$ cat config.mk
export PLATFORM = sky130hd
export DESIGN_NAME = long_preamble_tx_seq
export DESIGN_NICKNAME = d
export VERILOG_FILES = /design/src/rtl/ofdm_tx_pkg.sv /design/src/rtl/long_preamble_tx_seq_iq_out_reg.sv /design/src/rtl/long_preamble_tx_seq.sv
export SDC_FILE = /design/constraint.sdc
export NUM_CORES = 1
export LEC_CHECK = 0
export CAP_MARGIN = 20
export CORE_MARGIN = 4
export CORE_UTILIZATION = 43
export DETAILED_ROUTE_END_ITERATION = 16
export MAX_ROUTING_LAYER = met4
export PLACE_DENSITY = 0.78
export SYNTH_ARGS = -nofsm -noshare
export SYNTH_HDL_FRONTEND = slang
export SYNTH_HIERARCHICAL = 1
export SYNTH_SLANG_ARGS = --single-unit
$ cat constraint.sdc
create_clock -name clock -period 2.25 [get_ports clock]
set_clock_uncertainty 0.05 [all_clocks]
set_input_delay 0.225 -clock clock [delete_from_list [all_inputs] [get_ports clock]]
set_output_delay 0.225 -clock clock [all_outputs]
set_load 0.005 [all_outputs]
$ cat src/rtl/ofdm_tx_pkg.sv
// Shared definitions for the OFDM TX framing path.
//   - tx_state_e : framing sequencer states (IDLE / PREAMBLE / DATA)
//   - *_DEF      : default preamble length, ROM address width and sample width
//   - iq_sample  : signed I/Q pair at the default sample width
package ofdm_tx_pkg;

  localparam int PREAMBLE_LEN_DEF = 160;
  localparam int ADDR_W_DEF       = 8;
  localparam int DATA_W_DEF       = 16;

  typedef enum logic [1:0] {
    ST_IDLE     = 2'd0,
    ST_PREAMBLE = 2'd1,
    ST_DATA     = 2'd2
  } tx_state_e;

  typedef struct packed {
    logic signed [DATA_W_DEF-1:0] i;
    logic signed [DATA_W_DEF-1:0] q;
  } iq_sample;

endpackage

$ cat src/rtl/long_preamble_tx_seq_iq_out_reg.sv
// Single-stage valid/ready output register carrying I, Q, sop and last.
// Ports:
//   clock, reset           : clock, synchronous active-low reset
//   in_valid/in_i/in_q/... : candidate sample offered by the sequencer
//   out_ready              : downstream accepts the held sample
//   load                   : register is empty or being drained this cycle
//   out_i/out_q/out_valid/out_sop/out_last : registered output stream
module iq_out_reg
  import ofdm_tx_pkg::*;
#(
  parameter int DATA_W = DATA_W_DEF
) (
  input  logic              clock,
  input  logic              reset,
  input  logic              in_valid,
  input  logic [DATA_W-1:0] in_i,
  input  logic [DATA_W-1:0] in_q,
  input  logic              in_sop,
  input  logic              in_last,
  input  logic              out_ready,
  output logic              load,
  output logic [DATA_W-1:0] out_i,
  output logic [DATA_W-1:0] out_q,
  output logic              out_valid,
  output logic              out_sop,
  output logic              out_last
);

  logic [DATA_W-1:0] samp_i_q, samp_i_d;
  logic [DATA_W-1:0] samp_q_q, samp_q_d;
  logic              valid_q, valid_d;
  logic              sop_q, sop_d;
  logic              last_q, last_d;

  // A new sample may enter whenever the stage is empty or its content leaves now.
  assign load = !valid_q || out_ready;

  // Load/hold rule: hold under backpressure, take a new sample or bubble on load.
  always_comb begin
    samp_i_d = samp_i_q;
    samp_q_d = samp_q_q;
    valid_d  = valid_q;
    sop_d    = sop_q;
    last_d   = last_q;
    if (load) begin
      valid_d = in_valid;
      if (in_valid) begin
        samp_i_d = in_i;
        samp_q_d = in_q;
        sop_d    = in_sop;
        last_d   = in_last;
      end else begin
        // Bubble: keep data, but never leave stale framing flags behind.
        sop_d  = 1'b0;
        last_d = 1'b0;
      end
    end else begin
      valid_d = valid_q;
    end
  end

  // Output pipeline register.
  always_ff @(posedge clock) begin
    if (!reset) begin
      samp_i_q <= {DATA_W{1'b0}};
      samp_q_q <= {DATA_W{1'b0}};
      valid_q  <= 1'b0;
      sop_q    <= 1'b0;
      last_q   <= 1'b0;
    end else begin
      samp_i_q <= samp_i_d;
      samp_q_q <= samp_q_d;
      valid_q  <= valid_d;
      sop_q    <= sop_d;
      last_q   <= last_d;
    end
  end

  assign out_i     = samp_i_q;
  assign out_q     = samp_q_q;
  assign out_valid = valid_q;
  assign out_sop   = sop_q;
  assign out_last  = last_q;

endmodule

$ cat src/rtl/long_preamble_tx_seq.sv
// TX framing sequencer: on start, walks the long-preamble ROM 0..PREAMBLE_LEN-1
// and streams its I/Q samples, then passes upstream data through until last.
// Ports:
//   clock, reset                 : clock, synchronous active-low reset
//   start                        : frame start pulse (honoured in IDLE only)
//   rom_addr / rom_i / rom_q     : external combinational preamble ROM
//   data_* / data_ready          : upstream data-symbol stream
//   out_* / out_ready            : output stream toward the DAC path
//   busy                         : frame in progress or output still occupied
module long_preamble_tx_seq
  import ofdm_tx_pkg::*;
#(
  parameter int PREAMBLE_LEN = PREAMBLE_LEN_DEF,
  parameter int ADDR_W       = ADDR_W_DEF,
  parameter int DATA_W       = DATA_W_DEF,
  parameter bit WINDOW_EN    = 1'b1
) (
  input  logic              clock,
  input  logic              reset,
  input  logic              start,
  output logic [ADDR_W-1:0] rom_addr,
  input  logic [DATA_W-1:0] rom_i,
  input  logic [DATA_W-1:0] rom_q,
  input  logic [DATA_W-1:0] data_i,
  input  logic [DATA_W-1:0] data_q,
  input  logic              data_valid,
  input  logic              data_last,
  output logic              data_ready,
  output logic [DATA_W-1:0] out_i,
  output logic [DATA_W-1:0] out_q,
  output logic              out_valid,
  input  logic              out_ready,
  output logic              out_sop,
  output logic              out_last,
  output logic              busy
);

  localparam logic [ADDR_W-1:0] LAST_ADDR = ADDR_W'(PREAMBLE_LEN - 1);
  localparam logic [ADDR_W-1:0] ADDR_ONE  = {{(ADDR_W-1){1'b0}}, 1'b1};

  tx_state_e         state_q, state_d;
  logic [ADDR_W-1:0] cnt_q, cnt_d;
  logic              load_s;
  logic              in_valid_s;
  logic [DATA_W-1:0] in_i_s, in_q_s;
  logic              in_sop_s, in_last_s;

  // Sequencer state and ROM address counter.
  always_ff @(posedge clock) begin
    if (!reset) begin
      state_q <= ST_IDLE;
      cnt_q   <= {ADDR_W{1'b0}};
    end else begin
      state_q <= state_d;
      cnt_q   <= cnt_d;
    end
  end

  // Next state, counter advance and selection of the sample offered to the output stage.
  always_comb begin
    state_d    = state_q;
    cnt_d      = cnt_q;
    rom_addr   = {ADDR_W{1'b0}};
    data_ready = 1'b0;
    in_valid_s = 1'b0;
    in_i_s     = rom_i;
    in_q_s     = rom_q;
    in_sop_s   = 1'b0;
    in_last_s  = 1'b0;
    case (state_q)
      ST_IDLE: begin
        if (start) begin
          state_d = ST_PREAMBLE;
          cnt_d   = {ADDR_W{1'b0}};
        end else begin
          state_d = ST_IDLE;
        end
      end
      ST_PREAMBLE: begin
        rom_addr   = cnt_q;
        in_valid_s = 1'b1;
        in_sop_s   = (cnt_q == {ADDR_W{1'b0}});
        // Sample 0 is halved to window the symbol boundary; >>> on a signed
        // operand floors toward minus infinity.
        if (WINDOW_EN && (cnt_q == {ADDR_W{1'b0}})) begin
          in_i_s = $signed(rom_i) >>> 1'b1;
          in_q_s = $signed(rom_q) >>> 1'b1;
        end else begin
          in_i_s = rom_i;
          in_q_s = rom_q;
        end
        // The counter only advances when the output stage actually takes the sample,
        // so backpressure never skips or repeats a ROM entry.
        if (load_s) begin
          if (cnt_q == LAST_ADDR) begin
            state_d = ST_DATA;
            cnt_d   = {ADDR_W{1'b0}};
          end else begin
            cnt_d = cnt_q + ADDR_ONE;
          end
        end else begin
          cnt_d = cnt_q;
        end
      end
      ST_DATA: begin
        data_ready = load_s;
        in_valid_s = data_valid;
        in_i_s     = data_i;
        in_q_s     = data_q;
        in_last_s  = data_last;
        if (load_s && data_valid && data_last) begin
          state_d = ST_IDLE;
        end else begin
          state_d = ST_DATA;
        end
      end
      default: begin
        state_d = ST_IDLE;
        cnt_d   = {ADDR_W{1'b0}};
      end
    endcase
  end

  // Outside PREAMBLE/DATA nothing is offered, so a held sample simply drains.
  iq_out_reg #(
    .DATA_W (DATA_W)
  ) u_out_reg (
    .clock     (clock),
    .reset     (reset),
    .in_valid  (in_valid_s),
    .in_i      (in_i_s),
    .in_q      (in_q_s),
    .in_sop    (in_sop_s),
    .in_last   (in_last_s),
    .out_ready (out_ready),
    .load      (load_s),
    .out_i     (out_i),
    .out_q     (out_q),
    .out_valid (out_valid),
    .out_sop   (out_sop),
    .out_last  (out_last)
  );

  assign busy = (state_q != ST_IDLE) || out_valid;

endmodule

---- Word level (Yosys, flattened, before mapping) ----
Cells that the tools add are included.
cells by class
  add/subtract/negate cells ............... 1
  muxes and demuxes ....................... 20
  eq/ne operators ......................... 6
  bitwise gates (word level) .............. 1
  reductions and logical operators ........ 11
operators with widths
  operator                                        count
  case mux 16 bit (2 select lines)                2
  two-way mux 8 bit                               4
  two-way mux 15 bit                              2
  case mux 8 bit (3 select lines)                 1
  adder 8 x 1 -> 8 bit (second input constant)    1
  == test 8 bit (second input constant)           1
  zero test 8 bit                                 1
  two-way mux 1 bit                               6
  two-way mux 2 bit                               3
  inequality test 2 bit (second input constant)   3
  case mux 2 bit (3 select lines)                 1
  AND reduction 2 bit                             2
  AND reduction 3 bit                             1
  == test 2 x 1 -> 1 bit (second input constant)  1
  == test 2 bit (second input constant)           1
  logical AND 1 bit                               2
  zero test 2 bit                                 1
  logical OR 1 bit                                2
  case mux 1 bit (2 select lines)                 1
  nonzero test 2 bit                              1
  zero test 1 bit                                 1
  inverter 1 bit                                  1
word-level totals
  input bits .............................. 70
  output and inout port bits .............. 45
  register bits after elaboration ......... 45

---- Depth between registers and ports, before layout ----
Gate-level depths: netlist of run 1.
  word-level depth ........................ 6
  depth in mapped cells ................... 9
  mapped depth without buffers ............ 7

---- Modules after synthesis ----
The synthesis of run 1 kept the hierarchy.
by module, submodules not included
  module                area an instance (um^2)  instances  cells an instance
  iq_out_reg            1,435.1                  1          151
  long_preamble_tx_seq  1,243.7                  1          162

---- Worst setup path after synthesis of run 1 ----
No wires, ideal clock.
  path kind ............................... register to register
  start point ............................. register state_q[0]
  end point ............................... register u_out_reg.samp_i_q[0] (netlist: u_out_reg/out_i[0])
  stages on the path, launching flop included .. 8
  setup time .............................. 118 ps
  setup slack ............................. 258 ps
  arrival time ............................ 1,824 ps
  period minus slack after synthesis ...... 1,992 ps
  cell sequence ........................... dfxtp_1 -> inv_1 -> ha_1 -> clkbuf_1 -> nor2b_1 -> nand2_8 -> buf_12 -> mux2i_1
between the ends
  cells in the longest elaborated chain, start to end .. 3
RTL lines
  what                                                            line                                   RTL
  start, declared                                                 long_preamble_tx_seq.sv:41             tx_state_e state_q, state_d;
  start signal, assigned                                          long_preamble_tx_seq.sv:54             state_q <= state_d;
  == test 2 bit / == test 2 x 1 -> 1 bit (equally long branches)  long_preamble_tx_seq.sv:70             case (state_q)
  case mux 1 bit (2 select lines) *                               long_preamble_tx_seq.sv:70
  named net in_valid_s                                            long_preamble_tx_seq.sv:44             logic in_valid_s;
  AND reduction 2 bit (no source line) *                          --
  end signal, assigned                                            long_preamble_tx_seq_iq_out_reg.sv:65  samp_i_q <= {DATA_W{1'b0}};
  end signal, assigned                                            long_preamble_tx_seq_iq_out_reg.sv:71  samp_i_q <= samp_i_d;
  end, declared                                                   long_preamble_tx_seq_iq_out_reg.sv:29  logic [DATA_W-1:0] samp_i_q, samp_i_d;
The timed path passes the listed nets; every way through them passes the cells marked *.
A chain may end at the register's enable or synchronous reset.

---- Worst setup path after layout of run 1 ----
  start point ............................. register state_q[1]
  end point ............................... output port rom_addr[0]
between the ends
  cells in the longest elaborated chain, start to end .. 2
RTL lines
  what                    line                        RTL
  == test 2 x 1 -> 1 bit  long_preamble_tx_seq.sv:70
  two-way mux 8 bit       long_preamble_tx_seq.sv:70
  end, declared           long_preamble_tx_seq.sv:21  output logic [ADDR_W-1:0] rom_addr,
No other way between the ends.

==> results_dict.tcl, run 1 <==
set metrics [dict create \
    fin_crit_ns 2.15 \
    overflow 0 \
    vias 2741 \
    clock_sinks 45 \
    relSlewSlack 0.690 \
    netlist_area_mm2 0.00268 \
    antenna_found_initial 0 \
    cap_viol_max_count 0 \
    r2r_cells 6 \
    synth-edff-count 0 \
    clockPowerShare 0.238 \
    ctsHoldBuffers 0 \
    cts_tree "yes" \
    yosys.area_share.simple 0.275 \
    seq_area_frac_synth 0.336 \
    sw_frac_of_total 0.328 \
    antenna_cells 0 \
    routedWlPerCell_um 16.5 \
    num_rows 28 \
    drt_iter0_drc 130 \
    power.internal_w 0.00151 \
    ir_worst_vdd_mv 0.441 \
    multi_input_area_mm2 0.00161 \
    dieArea_mm2 0.00756 \
    end_kind "output port" \
    r2r_end "cnt_q[5]" \
    crit_path_max_fanout 10 \
    clockBufferDepth 2 \
    startpoint_type "flop" \
    drv_slew 0 \
    share_seq_of_total_power 0.383 \
    outcome "completed" \
    hold_depth 2 \
    cts-buffers-inserted 5 \
    die_x_um 86.9 \
    root_buffer "clkbuf_8" \
    leakage_nw 1.77 \
    pwr-share-comb 0.378 \
    clkLatencyLatePin_ns 0.31 \
    setup_violations 0 \
    htreeDepth 2 \
    route.detailed.drc 0 \
    finalCritPeriodShare 0.956 \
    initial_core_util 0.447 \
    grt_max_degree 51 \
    grt_first_pass_wirelength_um 12700 \
    syn_to_final_growth_pct 48.7 \
    drtAntennaViolNets 0 \
    maxClockFrequency_ghz 0.465 \
    rsz0062_at_grt "no" \
    wl_um 8220 \
    hold_path_end "cnt_q[4]" \
    power_w 0.00225 \
    die_h_um 86.9 \
    critical_path_class "reg2out" \
    synth_warnings 6 \
    fillCellCount 525 \
    synth_flop_cell "dfxtp_1" \
    synth_nets 388 \
    layout_common_cells "clkdlybuf4s50_1 (112), nand2_1 (73), dfxtp_1 (45)" \
    grt_pass1_vias 2591 \
    holdCritPathClass "in2reg" \
    synth.avg_cell_area_um2 8.56 \
    p_switching_w 0.000740 \
    syn-instance-count 313 \
    yosys.area_share.adder 0.0234 \
    muxShareOfSynthArea 0.120 \
    ys_types 39 \
    worst_pin_slew_ns 0.464 \
    fin_nets 498 \
    regToRegStartpoint "state_q[0]" \
    layout_commonest_cell "clkdlybuf4s50_1" \
    regArea_um2 901 \
    critPathRequiredTime_ns 1.98 \
    synth-compound-area-share 0.170 \
    synth_top_family_by_area "simple AND/OR/NAND/NOR gates" \
    first_pass_iters 5 \
    synth-xor-area-share 0.00981 \
    io_pins 115 \
    synth-seq-cells 45 \
    cp.arrival_ns 1.88 \
    vias_per_cell 5.49 \
    grt.total_usage 0.215 \
    tns_ns 0 \
    hold_start "reset" \
    synthArstFlopShare 0 \
    power_density_mw_per_mm2 566 \
    drive_gt1_frac 0.0708 \
    path_clk_slew_ns 0.09 \
    core_mm2 0.00599 \
    dpl.hpwl_um 6030 \
    hold_viol_final 0 \
    routabilityCongestion 0.846 \
    port_buffers 114 \
    rrSetupSlack_ns 0.14 \
]
-- routing by layer --
metal / part of all wire / GRT usage
met1: 0.44 / 0.269
met3: 0.081 / 0.0520
met4: 0.011 / 0.0538
met2: 0.47 / 0.347
met5: 0 / -
-- how the worst max path moves through the flow --
stage | from | end | slack, ns | cells past startpoint
2_1_floorplan | state_q[0] | u_out_reg/out_i[0] | 0.26 | 7
3_5_place_dp | out_ready | cnt_q[5] | 0.1 | 7
6_report | state_q[1] | rom_addr[0] | 0.1 | 6
4_1_cts | state_q[1] | rom_addr[1] | 0.05 | 6
3_3_place_gp | out_ready | cnt_q[5] | 0.16 | 7
5_1_grt | state_q[1] | rom_addr[0] | 0.002 | 6
-- power groups by stage --
stage | logic [W] | registers (W) | clock network, W
after floorplan | 0.000485 | 0.000887 | 0
after global routing | 0.000920 | 0.000870 | 0.000599
after global placement | 0.000823 | 0.000880 | 0
final | 0.000852 | 0.000864 | 0.000537
after CTS | 0.000839 | 0.000864 | 0.000556
after detailed placement | 0.000833 | 0.000882 | 0
-- kinds of logic after synthesis --
kind of cell             count (synthesis)
buffers and inverters                   31
adder cells (fa/ha/maj)                  5
multiplexers                            32
AO/OA/AOI/OAI                           52
flip-flops                              45
AND/OR/NAND/NOR                        145
XOR/XNOR                                 3
-- layout make-up --
cell class | instances | area share
Clock buffer | 5 | 0.0173
Clock inverter | 3 | 0.00628
Inverter | 6 | 0.00722
Multi-Input combinational cell | 237 | 0.403
Sequential cell | 45 | 0.226
Tap cell | 75 | 0.0236
Timing Repair Buffer | 128 | 0.316
-- per-stage QoR --
stage,setup slack [ns],instance area (um^2),utilization,instances,hold WS (ns)
6_report,0.0993,3980,0.665,499,0.326
4_1_cts,0.0527,3960,0.660,497,0.310
3_3_place_gp,0.157,3860,0.645,489,0.394
3_5_place_dp,0.0963,3860,0.645,489,0.403
5_1_grt,0.00194,3980,0.665,499,0.336
2_1_floorplan,0.258,2680,-,313,0.293
-- registers in the layout, summed over array words and instances (netlist names) --
signal               cells
u_out_reg/out_i         16
u_out_reg/out_sop        1
u_out_reg/out_q         16
u_out_reg/out_last       1
u_out_reg/out_valid      1
state_q                  2
cnt_q                    8
-- worst max-delay path, cell delays in order, from the launching register on --
cell and delay, ns:
dfxtp_1 0.35, inv_1 0.08, ha_1 0.20, buf_6 0.16, clkinvlp_4 0.11, nor2_1 0.12, clkdlybuf4s50_1 0.53
-- synth_stat cells (2+ instances only) --
master    count  area share
nand3_1       6       0.011
and3_1       32       0.075
nand4_1       2      0.0047
mux2i_1      32        0.12
ha_1          5       0.023
or3_1         2      0.0047
o21a_1        2      0.0056
buf_2         5      0.0093
nor2_1        6      0.0084
o31ai_1       2      0.0056
a21boi_0      2      0.0056
clkbuf_1     16       0.022
o21ai_0       4      0.0075
nand2_1      73        0.10
a21boi_1      2      0.0056
nor4_1        3      0.0070
buf_12        3       0.022
inv_1         5      0.0070
xnor2_1       3      0.0098
and4_1        2      0.0065
a221o_1      30        0.11
a32o_1        2      0.0075
or4_1         2      0.0056
and2_1        9       0.021
nor2b_1       2      0.0047
dfxtp_1      45        0.34
a21oi_1       4      0.0075
-- what timing repair did --
item	CTS	global route
buffers inserted	0	2
resized for setup	0	4
setup endpoints to repair	0	6
Power figures use the tool's default switching activity.
==> run 2, diff against run 1 <==
--- a/config.mk
+++ b/config.mk
@@ -11,6 +11,7 @@
 export DETAILED_ROUTE_END_ITERATION = 16
 export MAX_ROUTING_LAYER = met4
 export PLACE_DENSITY = 0.78
+export SETUP_SLACK_MARGIN = 0.15
 export SYNTH_ARGS = -nofsm -noshare
 export SYNTH_HDL_FRONTEND = slang
 export SYNTH_HIERARCHICAL = 1
==> run 2 against run 1 <==
Compared with the run above:
- total power up 1.2%
- non-clock buffer count rose by 3
- register-to-register slack gained 0.04 ns
- sequential power barely moved
- hold slack better by 0.0020 ns
- setup slack improved by 0.084 ns
- core utilization rose by 0.77 points
- wire length grew 0.72%
- flip-flop and latch count unchanged
- clock power barely moved
- sequential share of layout area shrank 0.26 points
==> results_dict.tcl, run 2 (synthesized netlist as in run 1, its figures left out) <==
set metrics [dict create \
    use_met1 0.269 \
    clkLatencyLatePin_ns 0.30 \
    cp_cell_sequence "inv_1 > ha_1 > and2b_4 > or3_4 > or4_1 > a21oi_1" \
    critical_path_class "reg2reg" \
    outcome "completed" \
    critical-path-max-stage-delay_ns 0.52 \
    relSlewSlack 0.690 \
    startpoint_type "flop" \
    met3_usage 0.0520 \
    wl_um 8280 \
    grtUsageMet2 0.349 \
    cts_tree "yes" \
    hold_viol_final 0 \
    routabilityCongestion 0.846 \
    power_density_mw_per_mm2 566 \
    die_h_um 86.9 \
    crit_family "simple AND/OR/NAND/NOR gates" \
    design_area_mm2 0.00403 \
    core_mm2 0.00599 \
    drtAntennaViolNets 0 \
    end_kind "flop" \
    root_buffer "clkbuf_8" \
    vias 2784 \
    antenna_cells 0 \
    route.detailed.drc 0 \
    layout_commonest_cell "clkdlybuf4s50_1" \
    syn_to_final_growth_pct 50.4 \
    setup_violations 0 \
    clock_sinks 45 \
    fin_nets 501 \
    finalCritPeriodShare 0.918 \
    place_ws_ns 0.0963 \
    port_buffers 114 \
    post_dp_cell_area_mm2 0.00386 \
    grt.total_usage 0.215 \
    fin_crit_ns 2.07 \
    dpl.hpwl_um 6030 \
    power_w 0.00228 \
    vias_per_cell 5.55 \
    path_clk_slew_ns 0.09 \
    htreeDepth 2 \
    busiest_layer "met2" \
    layout_common_cells "clkdlybuf4s50_1 (110), nand2_1 (73), dfxtp_1 (45)" \
    worst-path-buf-inv 1 \
    dieArea_mm2 0.00756 \
    fillCellCount 518 \
    cts-buffers-inserted 5 \
    leakage_nw 1.82 \
    fin_ws_ns 0.183 \
    multi_input_area_mm2 0.00161 \
    rsz0062_at_grt "yes" \
    initial_core_util 0.447 \
    drive_gt1_frac 0.0820 \
    overflow 0 \
    grt_max_degree 51 \
    maxClockFrequency_ghz 0.484 \
    drt_iter0_drc 141 \
    regArea_um2 901 \
    routedWlPerCell_um 16.5 \
    crit_path_max_fanout 5 \
    fin_util 0.673 \
    holdCritPathClass "in2reg" \
    grt_pass1_vias 2595 \
    drv_slew 0 \
    cap_viol_max_count 0 \
    first_pass_iters 4 \
    antenna_found_initial 0 \
    crit_path_top_delay_cell "or4_1" \
    tns_ns 0 \
    grt_first_pass_wirelength_um 12800 \
    cp.arrival_ns 2.26 \
    num_rows 28 \
    worst_pin_slew_ns 0.464 \
    io_pins 115 \
    die_x_um 86.9 \
    critPathRequiredTime_ns 2.44 \
    clockBufferDepth 2 \
    ir_worst_vdd_mv 0.442 \
]
[run 2: metal layers]
layer / part of all wire / up-vias
li1: - / 1363
met1: 0.43 / 1313
met3: 0.079 / 9
met4: 0.011 / 0
met2: 0.48 / 99
met5: 0 / -
[run 2: where the power goes]
group / leakage [nW] / total (W) / switching (W) / internal [W]
Combinational: 1.42 / 0.000879 / 0.000411 / 0.000468
Clock: 0.0452 / 0.000538 / 0.000311 / 0.000227
Sequential: 0.364 / 0.000864 / 0.0000240 / 0.000840
[run 2: worst paths after layout]
path,startpoint,to,cells after the start,slack [ns]
max,state_q[0],cnt_q[5],6,0.18
min,reset,cnt_q[4],2,0.33
max reg2reg,state_q[0],cnt_q[5],6,0.18
min reg2reg,u_out_reg/out_i[6],u_out_reg/out_i[6],2,0.41
[run 2: timing repair]
| action | 4_1_cts | 5_1_grt |
|---|---|---|
| buffers inserted | 1 | 4 |
| hold buffers | 0 | 0 |
| gates resized for setup | 4 | 7 |
| setup endpoints to repair | 35 | 33 |
[run 2: cell type report]
type | instances | share of cell area
Inverter | 6 | 0.00714
Clock inverter | 3 | 0.00621
Sequential cell | 45 | 0.224
Multi-Input combinational cell | 237 | 0.400
Clock buffer | 5 | 0.0171
Timing Repair Buffer | 131 | 0.322
Tap cell | 75 | 0.0233
[run 2: through the flow]
| stage | instances | hold slack (ns) |
|---|---|---|
| floorplan | 313 | 0.293 |
| global placement | 489 | 0.394 |
| detailed placement | 489 | 0.403 |
| CTS | 498 | 0.310 |
| global route | 502 | 0.336 |
| finish | 502 | 0.328 |
